**src/rtl/contador_regresivo_ms_if.sv**
```systemverilog
// -----------------------------------------------------------------------------
// contador_regresivo_ms_if
//   Control/status bundle of the millisecond countdown timer.
//
//   Control handshake: there is no valid/ready pair. LOAD, START and STOP are
//   level commands sampled on every rising CLK edge; whoever drives them keeps
//   each high for exactly the edges it should act on. Status outputs are
//   registered and can be sampled at any time away from the edge.
//
//   Signals
//     LOAD   master->slave  capture VALUE into Q, return to IDLE
//     VALUE  master->slave  16-bit initial count in ms
//     START  master->slave  begin / resume counting
//     STOP   master->slave  pause counting
//     Q      slave->master  remaining ms
//     BUSY   slave->master  high in RUN or PAUSE
//     TICK   slave->master  one-cycle pulse on each Q decrement
//     DONE   slave->master  one-cycle pulse on expiry
// -----------------------------------------------------------------------------
interface contador_regresivo_ms_if;
   logic        LOAD;
   logic [15:0] VALUE;
   logic        START;
   logic        STOP;
   logic [15:0] Q;
   logic        BUSY;
   logic        TICK;
   logic        DONE;

   modport master (
      output LOAD, VALUE, START, STOP,
      input  Q, BUSY, TICK, DONE
   );

   modport slave (
      input  LOAD, VALUE, START, STOP,
      output Q, BUSY, TICK, DONE
   );
endinterface

```
**src/rtl/contador_regresivo_ms.sv**
```systemverilog
// -----------------------------------------------------------------------------
// contador_regresivo_ms
//   Millisecond countdown timer. A 16-bit ms value is loaded, then decremented
//   once per internal prescaler tick (CLK_FREQ_HZ/TICK_HZ cycles, must be >= 2).
//   Expiry produces a one-cycle DONE pulse together with the final TICK.
//
//   Parameters
//     CLK_FREQ_HZ  CLK frequency in Hz
//     TICK_HZ      decrement rate in Hz
//
//   Ports
//     CLK        system clock, all logic on posedge
//     RST        synchronous active-high reset
//     bus        contador_regresivo_ms_if.slave (LOAD/VALUE/START/STOP in,
//                Q/BUSY/TICK/DONE out)
//     state_dbg  current FSM state (0 IDLE, 1 RUN, 2 PAUSE)
//
//   Build option
//     AUTO_RELOAD_EN  when defined, LOAD also stores VALUE in a reload register
//                     and a terminal tick reloads Q and keeps running (unless
//                     the reload value is 0).
// -----------------------------------------------------------------------------
module contador_regresivo_ms #(
   parameter int CLK_FREQ_HZ = 100_000_000,
   parameter int TICK_HZ     = 1000
) (
   input  logic                     CLK,
   input  logic                     RST,
   contador_regresivo_ms_if.slave   bus,
   output logic [1:0]               state_dbg
);

   localparam int DIV = CLK_FREQ_HZ / TICK_HZ;
   localparam int PW  = (DIV > 1) ? $clog2(DIV) : 1;
   localparam logic [PW-1:0] PRESC_LAST = PW'(DIV - 1);

   typedef enum logic [1:0] {
      IDLE  = 2'd0,
      RUN   = 2'd1,
      PAUSE = 2'd2
   } state_t;

   state_t        state;
   logic [PW-1:0] presc;
   logic [15:0]   q_r;
   logic          tick_r;
   logic          done_r;
`ifdef AUTO_RELOAD_EN
   logic [15:0]   reload_r;
`endif

   always_ff @(posedge CLK) begin
      if (RST) begin
         state  <= IDLE;
         presc  <= '0;
         q_r    <= '0;
         tick_r <= 1'b0;
         done_r <= 1'b0;
`ifdef AUTO_RELOAD_EN
         reload_r <= '0;
`endif
      end else begin
         tick_r <= 1'b0;
         done_r <= 1'b0;

         if (bus.LOAD) begin
            q_r   <= bus.VALUE;
            presc <= '0;
            state <= IDLE;
`ifdef AUTO_RELOAD_EN
            reload_r <= bus.VALUE;
`endif
         end else if (bus.STOP) begin
            // STOP outranks START; it only matters in RUN. Prescaler and Q
            // hold, so a tick pending on this edge is deferred, not lost.
            if (state == RUN) begin
               state <= PAUSE;
            end
         end else if (state == IDLE) begin
            if (bus.START && (q_r != 16'd0)) begin
               state <= RUN;
               presc <= '0;
            end
         end else if ((state == PAUSE) && !bus.START) begin
            // paused: hold everything
         end else begin
            // RUN, or PAUSE being resumed. The resume edge already counts as
            // a running cycle, so the partial millisecond continues seamlessly.
            state <= RUN;
            if (presc == PRESC_LAST) begin
               presc  <= '0;
               tick_r <= 1'b1;
               if (q_r <= 16'd1) begin
                  done_r <= 1'b1;
`ifdef AUTO_RELOAD_EN
                  if (reload_r != 16'd0) begin
                     q_r <= reload_r;
                  end else begin
                     q_r   <= 16'd0;
                     state <= IDLE;
                  end
`else
                  q_r   <= 16'd0;
                  state <= IDLE;
`endif
               end else begin
                  q_r <= q_r - 16'd1;
               end
            end else begin
               presc <= presc + 1'b1;
            end
         end
      end
   end

   assign bus.Q     = q_r;
   assign bus.BUSY  = (state != IDLE);
   assign bus.TICK  = tick_r;
   assign bus.DONE  = done_r;
   assign state_dbg = state;

endmodule
```
**src/flat_wrapper.sv**
```systemverilog
// flat-port wrapper written by rule: the top's interface ports become plain ports
module contador_regresivo_ms_flat 
#(
   parameter int CLK_FREQ_HZ = 100_000_000,
   parameter int TICK_HZ     = 1000
)
  (CLK, RST, state_dbg, bus_LOAD, bus_VALUE, bus_START, bus_STOP, bus_Q, bus_BUSY, bus_TICK, bus_DONE);
  contador_regresivo_ms_if bus_i ();
  input  logic CLK;
  input  logic RST;
  output logic [1:0] state_dbg;
  input wire logic [$bits(bus_i.LOAD)-1:0] bus_LOAD;
  input wire logic [$bits(bus_i.VALUE)-1:0] bus_VALUE;
  input wire logic [$bits(bus_i.START)-1:0] bus_START;
  input wire logic [$bits(bus_i.STOP)-1:0] bus_STOP;
  output wire logic [$bits(bus_i.Q)-1:0] bus_Q;
  output wire logic [$bits(bus_i.BUSY)-1:0] bus_BUSY;
  output wire logic [$bits(bus_i.TICK)-1:0] bus_TICK;
  output wire logic [$bits(bus_i.DONE)-1:0] bus_DONE;
  assign bus_i.LOAD = bus_LOAD;
  assign bus_i.VALUE = bus_VALUE;
  assign bus_i.START = bus_START;
  assign bus_i.STOP = bus_STOP;
  assign bus_Q = bus_i.Q;
  assign bus_BUSY = bus_i.BUSY;
  assign bus_TICK = bus_i.TICK;
  assign bus_DONE = bus_i.DONE;
  contador_regresivo_ms #(.CLK_FREQ_HZ(CLK_FREQ_HZ), .TICK_HZ(TICK_HZ)) u_core (.CLK(CLK), .RST(RST), .bus(bus_i), .state_dbg(state_dbg));
endmodule
```
**config.mk**
```make
export PLATFORM = sky130hd
export DESIGN_NAME = contador_regresivo_ms_flat
export DESIGN_NICKNAME = d
export VERILOG_FILES = /design/src/rtl/contador_regresivo_ms_if.sv /design/src/rtl/contador_regresivo_ms.sv /design/src/flat_wrapper.sv
export SDC_FILE = /design/constraint.sdc
export NUM_CORES = 1
export LEC_CHECK = 0
export ABC_AREA = 1
export ABC_CLOCK_PERIOD_IN_PS = 1700
export CORE_MARGIN = 2
export CORE_UTILIZATION = 49
export CTS_CLUSTER_SIZE = 40
export DETAILED_ROUTE_END_ITERATION = 10
export GPL_TIMING_DRIVEN = 0
export PLACE_DENSITY = 0.85
export SYNTH_ARGS = -nofsm -noshare
export SYNTH_HDL_FRONTEND = slang
export SYNTH_SLANG_ARGS = --single-unit
export TNS_END_PERCENT = 1
```
**constraint.sdc**
```tcl
create_clock -name CLK -period 1.7 [get_ports CLK]
set_clock_uncertainty 0.15 [all_clocks]
set_input_delay 0.34 -clock CLK [delete_from_list [all_inputs] [get_ports CLK]]
set_output_delay 0.34 -clock CLK [all_outputs]
set_load 0.005 [all_outputs]
```
### Word-level counts from Yosys, hierarchy flattened

Cells that the tools add are included.

* register bits after elaboration: 37
* input bits: 21
* output and inout bits: 21
* logic and storage cells: 53

* $add $sub $neg: 2
* magnitude comparators: 1
* equality and inequality tests: 11
* multiplexer cells: 19
* bitwise gates (word level): 2
* reductions and logical operators: 13

Operators by type and width (number)
* two-way mux 16 bit: 6
* two-way mux 17 bit: 4
* adder 17 x 1 -> 17 bit, second input constant: 1
* equality test 17 bit, second input constant: 1
* less-or-equal comparator 16 x 1 -> 1 bit, second input constant: 1
* nonzero test 16 bit: 1
* subtractor 16 x 1 -> 16 bit, second input constant: 1
* two-way mux 2 bit: 6
* inequality test 2 bit, second input constant: 4
* AND reduction 3 bit: 2
* OR reduction 6 bit: 1
* OR reduction 5 bit: 1
* inequality test 2 x 1 -> 1 bit, second input constant: 2
* AND reduction 4 bit: 1
* nonzero test 2 bit: 2
* two-way mux 1 bit: 3
* inequality test 3 x 2 -> 1 bit, second input constant: 1
* inequality test 3 bit, second input constant: 1
* equality test 2 x 1 -> 1 bit, second input constant: 1
* equality test 2 bit, second input constant: 1
* logical AND 1 bit: 2
* zero test 2 bit: 1
* NOT 1 bit: 2
* OR reduction 2 bit: 1
* zero test 1 bit: 1

### Logic depth before layout (Yosys ltp)

* depth in word-level cells: 7
* gate-level depth with buffers: 11

### Least setup slack after synthesis

OpenSTA, ideal clock, no wires.

* kind: register to register
* start point: register u_core.q_r[0] (netlist: u_core.bus.Q[0])
* end point: register u_core.presc[1]
* arrival: 1.488 ns
* data required time: 1.434 ns
* path slack: -0.053 ns
* cell stages (with the launch flop): 11
* path buffers: 0
* cell sequence: dfxtp_1 > inv_1 > ha_1 > nand2_2 > nor2_4 > nand2_4 > nand2_4 > a21oi_4 > nand2_1 > nand2_2 > nor2_1

* cells in the longest elaborated chain, start to end: 4

RTL lines
* start, declared: RTL line contador_regresivo_ms.sv:45 `logic [15:0] q_r;`
* start signal, assigned: RTL line contador_regresivo_ms.sv:67 `q_r <= bus.VALUE;`
* start signal, assigned: RTL line contador_regresivo_ms.sv:107 `q_r <= q_r - 16'd1;`
* nonzero test 16 bit: RTL line contador_regresivo_ms.sv:80 `if (bus.START && (q_r != 16'd0)) begin`
* logical AND 1 bit: RTL line contador_regresivo_ms.sv:80
* inequality test 2 bit (no source line)
* AND reduction 3 bit (no source line)
* end signal, assigned: RTL line contador_regresivo_ms.sv:110 `presc <= presc + 1'b1;`
* end, declared: RTL line contador_regresivo_ms.sv:44 `logic [PW-1:0] presc;`

Every way passes these cells.
A chain may end at the register's enable or synchronous reset.

### Final worst setup path

* start point: register u_core.q_r[1] (netlist: u_core.bus.Q[1])
* end point: register u_core.presc[2]

The elaborated chain is that of the path after synthesis.

==> impl_results.md <==
- PnR worst setup slack: -77.0 ps
- Fin. max-slew vios: 0
- CTS Buf Count: 5
- Worst r2r dst: u_core.presc[2]$_SDFFE_PP0P_
- RSZ-0062 raised after global routing: true
- WP buf/inv: 2
- Layout cells sized above 1: 0.226
- Req. time, crit path: approximately 1800 ps
- Leakage: 1.62 nW
- Routed Antenna Nets: 0
- Cell Rows: 26
- Max-cap violations: 0
- Number of synthesized register bits: 37
- CP Data Arrival Time: 1840 ps
- Failing checks: negative setup slack
- R2r startpoint: u_core.bus.Q[1]$_SDFFE_PP0P_
- Crit end category: flip-flop
- Top delay family on crit path: simple AND/OR/NAND/NOR gates
- Placer congestion estimate: 0.902
- CTS tree: built
- Setup crit start kind: flip-flop
- Final Core Density: 0.703
- DR iter-0 viols: roughly 340
- Area Overhead vs Synth: 37.0%
- Final instance area: 3610 um2
- Synth unique cells: 29
- Power per Cell Area: around 670 nW/um2
- Via-to-Cell Ratio: between 5 and 6
- Most frequent cells in the layout: nand2_1, nor2_1, inv_1
- Fmax: 563 MHz
- Largest net degree at the start of global routing: 12
- Core area: 5140 um2
- Storage cell area: 807 um2
- Worst R2R Setup Slack: -80 ps
- Hold crit path type: input port to flip-flop
- DRC violations left: 0
- Worst R2R Path Depth: 11
- Outcome: complete, but fails checks
- Vias in the first global route: 2718
- Mapped Nets: 449
- Commonest non-fill, non-tap cell in the layout: nand2_1
- Hold Buf Count CTS: 0
- CP Depth: 11
- Clk root buf: clkbuf_8
- Peak VDD IR: 0.485 mV
- Worst setup path startpoint: u_core.bus.Q[1]$_SDFFE_PP0P_
- Crit path top cell by count: nand2_4
- Multi-input logic area: 1840 um2
- Worst-path clk slew: 80 ps
- Post-Syn Area per Cell: 6.21 um2
- Placed cell areas: 3130 um2
- Initial antenna violation count: 0
- Initial Util: 0.513
- Slew @ Worst Pin: 603 ps
- Crit-path cells: inv_2 -> ha_4 -> nand2_4 -> nor2_4 -> nand2_4 -> nand2_4 -> nand2_4 -> nand2_8 -> buf_12 -> nand2_1 -> a21oi_1
- Max Fanout on Critical Path: 10
- Drt total wl: between 7000 and 8000 um
- Setup Crit Path Kind: flip-flop to flip-flop
- I/O pins: 42
- Final hold violation count: 0
- Vias: 2950
- Setup crit end: u_core.presc[2]$_SDFFE_PP0P_
- DIE WIDTH: 77.4 um
- Seq/Total Area, Yosys: 0.281
- Fin crit period: 1780 ps
- Hold_ws: 265 ps
- Tcrit/Tclk final: 1.05
- # fillers: 419
- Port bufs: 40
- Grt ovf: 0
- Global-route wire length before repair: between 10000 and 15000 um
- First-pass DRT Iterations: 5
- Synth Instances: 425
- Slew headroom: 0.598
- Slowest cell delay on critical path: 330 ps
- Die area: 5990 um2
- CTS max path bufs: 2
- DR WL/cell: ~14 um
- Clock latency at the later pin of the worst-skew pair: 300 ps
- Worst path slowest cell: dfxtp_2
- Dpl hpwl: 5060 um
- Gr usage total: 0.252
- Power after layout: around 2.4 mW
- Diode count: 0
- H-tree depth: 2
- Final setup vio count: 27
- Warnings, synthesis: 0
- Cell count after placement: 535
- Die Y: 77.4 um
- CTS sink count: 37
- Synthesized area: roughly 2600 um2
- Layout Cells excl Fill: about 560
- Nets: just over 500
-- tightest hold or removal path: cells and delay by family --
| kind | cells | cell delay, ps |
|---|---|---|
| buf+inv | 1 | 170 |
| simple gates | 1 | 100 |
| compound gates | 1 | 60 |
-- where the power goes --
group,total [mW],internal [mW],leakage [nW],switching [mW]
registers,0.958,0.898,0.316,0.0597
logic,0.780,0.343,1.25,0.438
clock network,0.699,0.367,0.0542,0.332
-- per-layer routing --
| layer | routed length (um) | vias up | GRT usage |
|---|---|---|---|
| met5 | 0 | - | 0 |
| met4 | 187 | 0 | 0.0946 |
| met3 | 468 | 21 | 0.0488 |
| met2 | 3830 | 118 | 0.425 |
| met1 | 3300 | 1361 | 0.318 |
| li1 | - | 1450 | - |
-- registers in the layout, indices dropped and copies added (netlist names) --
register          flops
u_core.presc         17
u_core.bus.Q         16
u_core.state_dbg      2
u_core.bus.DONE       1
u_core.bus.TICK       1
-- kinds of logic (layout without fill, tap and decap cells) --
logic type / after synthesis / in the layout / synth area share
AND/OR/NAND/NOR: 278 / 278 / 0.477
flip-flops: 37 / 37 / 0.281
buffers and inverters: 52 / 114 / 0.0897
adder cells (fa/ha/maj): 3 / 3 / 0.0142
AO/OA/AOI/OAI: 40 / 40 / 0.0882
XOR/XNOR: 15 / 15 / 0.0498
-- how the worst min path moves through the flow --
stage / from / endpoint / slack (ps) / depth (start not counted)
2_1_floorplan: u_core.presc[0]$_SDFFE_PP0P_ / u_core.presc[0]$_SDFFE_PP0P_ / 320 / 2
3_5_place_dp: u_core.bus.Q[1]$_SDFFE_PP0P_ / u_core.bus.Q[1]$_SDFFE_PP0P_ / 330 / 2
4_1_cts: RST / u_core.bus.Q[10]$_SDFFE_PP0P_ / 300 / 2
6_report: bus_STOP / u_core.state_dbg[0]$_SDFFE_PP0P_ / 270 / 3
5_1_grt: bus_STOP / u_core.state_dbg[0]$_SDFFE_PP0P_ / 270 / 3
3_3_place_gp: u_core.bus.Q[1]$_SDFFE_PP0P_ / u_core.bus.Q[1]$_SDFFE_PP0P_ / 330 / 2
-- per-stage QoR --
| step | setup WS, ps | setup TNS (ps) |
|---|---|---|
| 2_1_floorplan | -26.2 | -191 |
| 3_5_place_dp | -634 | -15740 |
| 5_1_grt | -164 | -3350 |
| 3_3_place_gp | -588 | -14470 |
| 4_1_cts | -71.0 | -1180 |
| 6_report | -77.0 | -935 |
-- Yosys cell counts --
master / n / share of area
a21oi_4: 1 / 0.0062
o211ai_1: 1 / 0.0028
nor2_2: 5 / 0.012
o21ai_0: 14 / 0.027
nor2_4: 5 / 0.021
nand2_4: 7 / 0.030
inv_2: 1 / 0.0014
nand2_1: 141 / 0.20
nor2_1: 75 / 0.11
nand3_1: 26 / 0.049
buf_12: 1 / 0.0076
and2_1: 1 / 0.0024
xnor2_1: 4 / 0.013
nand3b_1: 5 / 0.014
xor2_1: 11 / 0.037
nand4_1: 4 / 0.0095
nor3_4: 1 / 0.0062
buf_6: 3 / 0.013
ha_1: 3 / 0.014
a21oi_1: 19 / 0.036
nand4_4: 1 / 0.0081
inv_1: 41 / 0.058
clkbuf_1: 4 / 0.0057
nand3_2: 1 / 0.0038
dfxtp_1: 37 / 0.28
nand2_2: 4 / 0.0095
a21oi_2: 5 / 0.017
nor3_1: 2 / 0.0038
buf_2: 2 / 0.0038
-- repair_timing --
item / 4_1_cts / 5_1_grt
pin swaps: 13 / 17
buffers inserted: 6 / 7
cloned: 1 / 0
resized for setup: 57 / 44
endpoints found under the setup margin: 52 / 47
-- layout make-up --
cell class / count / area share
buffer: 10 / 0.0242
clock buffer: 7 / 0.0267
inverter: 42 / 0.0443
tap: 70 / 0.0242
multi-input combinational: 336 / 0.508
sequential: 37 / 0.223
timing repair buffer: 54 / 0.148
clock inverter: 1 / 0.00139
Note: power is estimated with default switching activity, not from simulation.
